<file path="src/rtl/ss_universal_register_if.sv">
// ----------------------------------------------------------------------------
// ss_universal_register_if
//   Bundles the control, data and status signals of ss_universal_register.
//
//   Signals:
//     en          clock enable; 0 holds all state
//     mode[2:0]   operation select
//     sin         serial data in
//     pin[W-1:0]  parallel load data
//     pout[W-1:0] register contents
//     sout        last bit shifted or rotated out
//     count[CW-1:0] shift/rotate ops completed in the current frame
//     frame_done  one-cycle pulse after a WIDTH-op frame completes
//
//   Modports:
//     master  drives the controls and reads status (the user of the register)
//     slave   the register itself
// ----------------------------------------------------------------------------
interface ss_universal_register_if #(
    parameter int WIDTH = 8
);
    localparam int CW = $clog2(WIDTH);

    logic             en;
    logic [2:0]       mode;
    logic             sin;
    logic [WIDTH-1:0] pin;
    logic [WIDTH-1:0] pout;
    logic             sout;
    logic [CW-1:0]    count;
    logic             frame_done;

    modport master (
        output en, mode, sin, pin,
        input  pout, sout, count, frame_done
    );

    modport slave (
        input  en, mode, sin, pin,
        output pout, sout, count, frame_done
    );
endinterface

</file>
<file path="src/rtl/ss_universal_register.sv">
// ----------------------------------------------------------------------------
// ss_universal_register
//   WIDTH-bit universal shift register: shift left/right, rotate left/right,
//   arithmetic shift right, parallel load, clear. A frame counter counts
//   shift-class operations and pulses frame_done for one cycle each time
//   WIDTH of them have completed. All outputs are registered.
//
//   Ports:
//     clk    rising-edge clock
//     rst_n  synchronous active-low reset (overrides en and mode)
//     bus    ss_universal_register_if.slave (en, mode, sin, pin in;
//            pout, sout, count, frame_done out)
// ----------------------------------------------------------------------------
module ss_universal_register #(
    parameter int WIDTH = 8
) (
    input  logic                    clk,
    input  logic                    rst_n,
    ss_universal_register_if.slave  bus
);
    localparam int CW = $clog2(WIDTH);

    typedef enum logic [2:0] {
        MODE_HOLD  = 3'b000,
        MODE_SHL   = 3'b001,
        MODE_SHR   = 3'b010,
        MODE_ROL   = 3'b011,
        MODE_ROR   = 3'b100,
        MODE_LOAD  = 3'b101,
        MODE_ASR   = 3'b110,
        MODE_CLEAR = 3'b111
    } mode_e;

    mode_e            mode;
    logic [WIDTH-1:0] q_q, q_d;
    logic             sout_q, sout_d;
    logic [CW-1:0]    count_q, count_d;
    logic             done_q, done_d;
    logic             shift_op;

    assign mode = mode_e'(bus.mode);

    always_comb begin
        // NOTE: every signal gets a default before the case, so no path
        // leaves one unassigned and no latch is inferred.
        q_d      = q_q;
        sout_d   = sout_q;
        count_d  = count_q;
        done_d   = 1'b0;
        shift_op = 1'b0;

        if (bus.en) begin
            case (mode)
                MODE_HOLD: ;
                MODE_SHL: begin
                    q_d      = {q_q[WIDTH-2:0], bus.sin};
                    sout_d   = q_q[WIDTH-1];
                    shift_op = 1'b1;
                end
                MODE_SHR: begin
                    q_d      = {bus.sin, q_q[WIDTH-1:1]};
                    sout_d   = q_q[0];
                    shift_op = 1'b1;
                end
                MODE_ROL: begin
                    q_d      = {q_q[WIDTH-2:0], q_q[WIDTH-1]};
                    sout_d   = q_q[WIDTH-1];
                    shift_op = 1'b1;
                end
                MODE_ROR: begin
                    q_d      = {q_q[0], q_q[WIDTH-1:1]};
                    sout_d   = q_q[0];
                    shift_op = 1'b1;
                end
                MODE_LOAD: begin
                    q_d     = bus.pin;
                    sout_d  = 1'b0;
                    count_d = '0;
                end
                MODE_ASR: begin
                    // Sign bit is replicated; sin plays no part.
                    q_d      = {q_q[WIDTH-1], q_q[WIDTH-1:1]};
                    sout_d   = q_q[0];
                    shift_op = 1'b1;
                end
                MODE_CLEAR: begin
                    q_d     = '0;
                    sout_d  = 1'b0;
                    count_d = '0;
                end
            endcase

            // Counter counts operations regardless of direction; the pulse
            // lands in the cycle right after the WIDTH-th op of a frame.
            if (shift_op) begin
                if (count_q == CW'(WIDTH - 1)) begin
                    count_d = '0;
                    done_d  = 1'b1;
                end else begin
                    count_d = count_q + CW'(1);
                end
            end
        end
    end

    // NOTE: reset is synchronous (sampled only on the clock edge), and all
    // state updates use non-blocking assignments.
    always_ff @(posedge clk) begin
        if (!rst_n) begin
            q_q     <= '0;
            sout_q  <= 1'b0;
            count_q <= '0;
            done_q  <= 1'b0;
        end else begin
            q_q     <= q_d;
            sout_q  <= sout_d;
            count_q <= count_d;
            done_q  <= done_d;
        end
    end

    assign bus.pout       = q_q;
    assign bus.sout       = sout_q;
    assign bus.count      = count_q;
    assign bus.frame_done = done_q;

endmodule

</file>
<file path="src/flat_wrapper.sv">
// flat-port wrapper written by rule: the top's interface ports become plain ports
module ss_universal_register_flat 
#(
    parameter int WIDTH = 8
)
  (clk, rst_n, bus_en, bus_mode, bus_sin, bus_pin, bus_pout, bus_sout, bus_count, bus_frame_done);
  ss_universal_register_if #(.WIDTH(WIDTH)) bus_i ();
  input  logic clk;
  input  logic rst_n;
  input wire logic [$bits(bus_i.en)-1:0] bus_en;
  input wire logic [$bits(bus_i.mode)-1:0] bus_mode;
  input wire logic [$bits(bus_i.sin)-1:0] bus_sin;
  input wire logic [$bits(bus_i.pin)-1:0] bus_pin;
  output wire logic [$bits(bus_i.pout)-1:0] bus_pout;
  output wire logic [$bits(bus_i.sout)-1:0] bus_sout;
  output wire logic [$bits(bus_i.count)-1:0] bus_count;
  output wire logic [$bits(bus_i.frame_done)-1:0] bus_frame_done;
  assign bus_i.en = bus_en;
  assign bus_i.mode = bus_mode;
  assign bus_i.sin = bus_sin;
  assign bus_i.pin = bus_pin;
  assign bus_pout = bus_i.pout;
  assign bus_sout = bus_i.sout;
  assign bus_count = bus_i.count;
  assign bus_frame_done = bus_i.frame_done;
  ss_universal_register #(.WIDTH(WIDTH)) u_core (.clk(clk), .rst_n(rst_n), .bus(bus_i));
endmodule
</file>
<file path="config.mk">
export PLATFORM = sky130hd
export DESIGN_NAME = ss_universal_register_flat
export DESIGN_NICKNAME = d
export VERILOG_FILES = /design/src/rtl/ss_universal_register_if.sv /design/src/rtl/ss_universal_register.sv /design/src/flat_wrapper.sv
export SDC_FILE = /design/constraint.sdc
export NUM_CORES = 1
export LEC_CHECK = 0
export ABC_CLOCK_PERIOD_IN_PS = 2500
export CAP_MARGIN = 20
export CORE_ASPECT_RATIO = 0.75
export CORE_MARGIN = 10
export CORE_UTILIZATION = 41
export CTS_BUF_LIST = sky130_fd_sc_hd__clkbuf_4
export CTS_CLUSTER_SIZE = 30
export DETAILED_ROUTE_END_ITERATION = 16
export GPL_ROUTABILITY_DRIVEN = 0
export PLACE_DENSITY = 0.74
export SYNTH_ARGS = -nofsm -noshare
export SYNTH_HDL_FRONTEND = slang
export SYNTH_SLANG_ARGS = --single-unit
</file>
<file path="constraint.sdc">
create_clock -name clk -period 2.5 [get_ports clk]
set_clock_uncertainty 0.05 [all_clocks]
set_input_delay 0.375 -clock clk [delete_from_list [all_inputs] [get_ports clk]]
set_output_delay 0.375 -clock clk [all_outputs]
set_load 0.05 [all_outputs]
</file>
==> results of run 1 <==
[Yosys cell counts, drive strengths merged]
master,instances
nor2b,2
xnor2,1
inv,2
and4,1
o21ai,14
or2,1
o31a,1
a22oi,6
and2,1
buf,7
a31oi,6
nand2,5
o21a,1
clkbuf,1
a211o,1
dfxtp,13
a21boi,3
a21oi,2
nand4,1
nand3,6
o221a,2
mux2i,1
o31ai,1
a221oi,1
ha,2
nor2,3
o211ai,2
[metal layers]
metal | share of wire (%) | track usage, % | vias to the layer above
li1 | - | - | 386
met1 | 44 | 12.55 | 362
met2 | 48 | 17.77 | 24
met3 | 8.1 | 5.952 | 0
met4 | 0 | 0.8264 | 0
met5 | 0 | 0 | -
[where the power goes]
group	switching (W)	internal [W]	total [W]
Clock	0.0000669	0.0000727	0.000140
Combinational	0.0000978	0.0000708	0.000169
Sequential	0.0000135	0.000220	0.000234
[final timing paths]
path,slack (ns),cells past startpoint,startpoint,endpoint
max,0.53,1,u_core.bus.pout[0]$_SDFFE_PN0P_,bus_pout[0]
min,0.43,2,u_core.bus.count[1]$_SDFFE_PN0P_,u_core.bus.count[1]$_SDFFE_PN0P_
max reg2reg,1.35,4,u_core.bus.count[0]$_SDFFE_PN0P_,u_core.bus.count[2]$_SDFFE_PN0P_
min reg2reg,0.43,2,u_core.bus.count[1]$_SDFFE_PN0P_,u_core.bus.count[1]$_SDFFE_PN0P_
[cell families after synthesis]
family / Yosys count
compound gates: 40
xor+xnor: 1
fa+ha+maj: 2
buf+inv: 10
flops: 13
mux: 1
simple gates: 20
[final cells by class]
cell class	count	area (sq um)	share of cell area, %
multi-input cells	64	450.4	42.15
repair buffers	30	292.8	27.40
flip-flops and latches	13	260.3	24.36
clock buffers	4	30.03	2.810
well taps	22	27.53	2.576
inverters	2	7.507	0.7026
[metrics by stage]
stage | util, % | instances
2_1_floorplan | - | 87
3_3_place_gp | 58.57 | 131
3_5_place_dp | 58.57 | 131
4_1_cts | 60.27 | 135
5_1_grt | 60.27 | 135
6_report | 60.27 | 135
[worst reg2reg max path, cell delays in order, from the launching register on]
cell and delay, ns:
dfxtp_1 0.34, ha_1 0.21, ha_1 0.28, nand3_1 0.06
a21boi_1 0.15
[state kept, by name, summed over array words and instances (netlist names)]
name                   cells
u_core.bus.count           3
u_core.bus.sout            1
u_core.bus.pout            8
u_core.bus.frame_done      1
==> run summary, run 1 <==
mean number of vias per cell: 5.719
status: finished clean
Die Area: 4095 sq um
RSZ-0062 raised after global routing: no
dpl cell area: 1039 sq um
Clock Tree Root: clkbuf_4
io pins: 28
pin count of the biggest net entering global routing: 16
fill count: 163
Hold Fails Final Rpt: 0
data required time of the worst path: 2.08 ns
post-synthesis sequential area ratio: 33.02%
largest family of logic cells by synthesized area: compound AO/OA/AOI/OAI gates
post-DP HPWL: 1672 um
commonest non-fill, non-tap cell in the layout: clkdlybuf4s50_1
simple-gate area share of the yosys netlist: 15.56%
FMAX: 507.4 MHz
WHS: 0.4299 ns
n_diodes: 0
vias in the first global route: 769
Hold Crit Class: reg2reg
worst relative slew slack: 66.29%
Resized cells post-CTS: 0
most frequent cells in the layout: clkdlybuf4s50_1, dfxtp_1, o21ai_0
first-pass GRT wire length: 3698 um
input/output buffers: 27
vias: 772
final non-filler cell area: 1069 sq um
Longest Clk Path Bufs: 2
final WL: 2128 um
Distinct cells, synth: 34
Initial Util: 44.46%
Horiz. Die Dim: 70.63 um
worst-skew pair later-pin latency: 0.27 ns
Critical Setup Path Class: reg2out
Critical Path AT: 1.55 ns
Avg Cell Area, Syn: 9.060 sq um
Adder-Cell Fraction of Synth Area: 3.175%
critical path's largest stage delay: 0.84 ns
drt wl/cell: 15.76 um
synthesized flop and latch total: 13
CP Cell Sequence: clkdlybuf4s50_1
startpoint types: flop
Nets: 131
fin worst setup slack: 0.5290 ns
Max Transition Viols Final: 0
Initial DRC Count: 36
Netlist Area Pre-Place: 788.3 sq um
Yosys top cell by area: dfxtp_1
Buf/Inv on CP: 1
total iterations of the first detailed-routing run: 4
# setup viols final: 0
P_leak: 0.3838 nW
Final Cycle Share: 78.84%
post-route antenna net violation count: 0
layout cells sized above 1: 15.04%
CTS tree: yes
post-layout power: 0.0005418 W
initial antenna violation count: 0
Critical Path Fanout Max: 5
clk sink count: 13
synthesis-to-finish area growth: 35.55%
min cycle time layout: 1.971 ns
cell count after synthesis: 87
max-cap viol count: 0
Worst-path clk slew: 0.08 ns
Worst Tran Pin Value: 0.5041 ns
hold buffers post-CTS: 0
setup tns final: 0 ns
top cells by area, synth: dfxtp_1, buf_6, a22oi_1
xor and xnor area share after synthesis: 1.111%
number of synthesis warnings: 0
number of clock buffers inserted by TritonCTS: 3
Worst VDD drop: 301.2 uV
Post-CTS Setup Bufs: 0
site row count: 13
Crit. End Element: output port
die height: 57.98 um
post-synthesis mux area share: 1.270%
core area: 1773 sq um
Synth Area in Compound Gates: 36.03%
pwr dens: 507.0 nW/um^2
area share of the largest cell type after synthesis: 33.02%
DRC Markers: 0
CP delay by family, top: buffers and inverters
slowest CP cell: clkdlybuf4s50_1
Place WS: 0.4210 ns
H-tree levels: 1
Syn Nets: 104
Congestion Overflow GR: 0
Total Routing Usage GR: 10.78%
No activity file was read; power rests on OpenSTA's default activity.
==> inputs of run 2 (changes only) <==
--- a/config.mk
+++ b/config.mk
@@ -5,7 +5,7 @@
 export SDC_FILE = /design/constraint.sdc
 export NUM_CORES = 1
 export LEC_CHECK = 0
-export ABC_CLOCK_PERIOD_IN_PS = 2500
+export ABC_CLOCK_PERIOD_IN_PS = 2000
 export CAP_MARGIN = 20
 export CORE_ASPECT_RATIO = 0.75
 export CORE_MARGIN = 10
==> constraint.sdc (replaced) <==
create_clock -name clk -period 2 [get_ports clk]
set_clock_uncertainty 0.05 [all_clocks]
set_input_delay 0.3 -clock clk [delete_from_list [all_inputs] [get_ports clk]]
set_output_delay 0.3 -clock clk [all_outputs]
set_load 0.05 [all_outputs]
==> run summary, run 2 (synthesized netlist as in run 1, its figures left out) <==
die height: 57.98 um (unchanged)
vias: 774 (was 772)
Finished Core Util: 60.69% (was 60.27%)
min cycle time layout: 1.897 ns
WHS: 0.4327 ns (was 0.4299 ns)
final WL: 2154 um (was 2128 um)
P_leak: 0.3886 nW (was 0.3838 nW)
worst-case reg-to-reg path depth: 4 (unchanged)
first-pass GRT wire length: 3539 um (was 3698 um)
synthesis-to-finish area growth: 36.51% (was 35.55%)
max FFs per register: 8 (unchanged)
commonest non-fill, non-tap cell in the layout: clkdlybuf4s50_1 (unchanged)
Initial Util: 44.46% (unchanged)
number of clock buffers inserted by TritonCTS: 3 (unchanged)
Buf/Inv on CP: 1 (unchanged)
Nets: 132 (was 131)
n_diodes: 0 (unchanged)
input/output buffers: 27 (unchanged)
slowest CP cell: clkdlybuf4s50_1 (unchanged)
total iterations of the first detailed-routing run: 5 (was 4)
Longest Clk Path Bufs: 2 (unchanged)
Critical Setup Path Class: reg2out (unchanged)
Initial DRC Count: 56 (was 36)
H-tree levels: 1 (unchanged)
data required time of the worst path: 1.65 ns (was 2.08 ns)
pwr dens: 637.4 nW/um^2 (was 507.0 nW/um^2)
hold buffers post-CTS: 0 (unchanged)
final non-filler cell area: 1076 sq um (was 1069 sq um)
io pins: 28 (unchanged)
Total Routing Usage GR: 10.37% (was 10.78%)
max-cap viol count: 0 (unchanged)
post-layout power: 0.0006859 W (was 0.0005418 W)
Resized cells post-CTS: 0 (unchanged)
Worst Tran Pin Value: 0.5072 ns (was 0.5041 ns)
FMAX: 527.2 MHz
Hold Fails Final Rpt: 0 (unchanged)
status: finished clean (unchanged)
core area: 1773 sq um (unchanged)
dpl cell area: 1046 sq um (was 1039 sq um)
startpoint types: flop (unchanged)
DRC Markers: 0 (unchanged)
clk sink count: 13 (unchanged)
Post-CTS Setup Bufs: 0 (unchanged)
Max Transition Viols Final: 0 (unchanged)
setup tns final: 0 ns (unchanged)
Die Area: 4095 sq um (unchanged)
Congestion Overflow GR: 0 (unchanged)
CTS tree: yes (unchanged)
most frequent cells in the layout: clkdlybuf4s50_1, dfxtp_1, o21ai_0 (unchanged)
Critical Path AT: 1.55 ns (about the same)
hold path depth: 2 (unchanged)
layout cells sized above 1: 15.79% (was 15.04%)
RSZ-0062 raised after global routing: no (unchanged)
CP Cell Sequence: clkdlybuf4s50_1 (unchanged)
vias in the first global route: 772 (was 769)
Horiz. Die Dim: 70.63 um (unchanged)
# setup viols final: 0 (unchanged)
worst relative slew slack: 66.08% (was 66.29%)
stages on the worst setup path: 1 (unchanged)
Crit. End Element: output port (unchanged)
Worst VDD drop: 424.9 uV (was 301.2 uV)
drt wl/cell: 15.84 um (was 15.76 um)
Final Cycle Share: 94.85%
Critical Path Fanout Max: 5 (unchanged)
critical path's largest stage delay: 0.84 ns (about the same)
Hold Crit Class: reg2reg (unchanged)
post-DP HPWL: 1576 um (was 1672 um)
Clock Tree Root: clkbuf_4 (unchanged)
initial antenna violation count: 0 (unchanged)
worst-skew pair later-pin latency: 0.28 ns (was 0.27 ns)
Worst-path clk slew: 0.08 ns (about the same)
mean number of vias per cell: 5.691 (was 5.719)
site row count: 13 (unchanged)
pin count of the biggest net entering global routing: 16 (unchanged)
CP delay by family, top: buffers and inverters (unchanged)
post-route antenna net violation count: 0 (unchanged)
## run 2: changes by cell type in the layout (fill, tap and decap cells not counted)
cell / change
buf_4: +1
## run 2: path summary, 6_finish.rpt
kind	startpoint	slack, ns	endpoint
setup / recovery	u_core.bus.pout[0]$_SDFFE_PN0P_	0.10	bus_pout[0]
setup reg to reg	u_core.bus.count[0]$_SDFFE_PN0P_	0.83	u_core.bus.count[2]$_SDFFE_PN0P_
hold reg to reg	u_core.bus.count[1]$_SDFFE_PN0P_	0.43	u_core.bus.count[1]$_SDFFE_PN0P_
hold / removal	u_core.bus.count[1]$_SDFFE_PN0P_	0.43	u_core.bus.count[1]$_SDFFE_PN0P_
## run 2: per-stage QoR
| stage | std cells | setup slack [ns] |
|---|---|---|
| 2_1_floorplan | 87 | 0.6275 |
| 3_3_place_gp | 132 | 0.1625 |
| 3_5_place_dp | 132 | 0.1057 |
| 4_1_cts | 136 | 0.09189 |
| 5_1_grt | 136 | 0.05169 |
| 6_report | 136 | 0.1031 |
## run 2: metal layers
metal	vias to the layer above	part of all wire, %	GRT usage [%]
met4	0	0	1.653
met2	27	45	16.62
li1	384	-	-
met1	363	43	11.73
met3	0	11	6.463
met5	-	0	0
## run 2: power breakdown
group / internal, W / switching, W / leakage (nW)
Combinational: 0.0000897 / 0.000123 / 0.263
Sequential: 0.000275 / 0.0000172 / 0.107
Clock: 0.0000909 / 0.0000901 / 0.0184
Total: 0.000456 / 0.000230 / 0.389
## run 2: final cells by class
cell class | count | area, sq um
flip-flops and latches | 13 | 260.3
fillers | 162 | 696.9
clock buffers | 4 | 30.03
inverters | 2 | 7.507
well taps | 22 | 27.53
repair buffers | 31 | 300.3
multi-input cells | 64 | 450.4
==> inputs of run 3 (changes only) <==
--- a/config.mk
+++ b/config.mk
@@ -6,7 +6,6 @@
 export NUM_CORES = 1
 export LEC_CHECK = 0
 export ABC_CLOCK_PERIOD_IN_PS = 2000
-export CAP_MARGIN = 20
 export CORE_ASPECT_RATIO = 0.75
 export CORE_MARGIN = 10
 export CORE_UTILIZATION = 41
==> results of run 3 <==
Same layout as run 2: the final DEF is identical, and so are final timing and power.
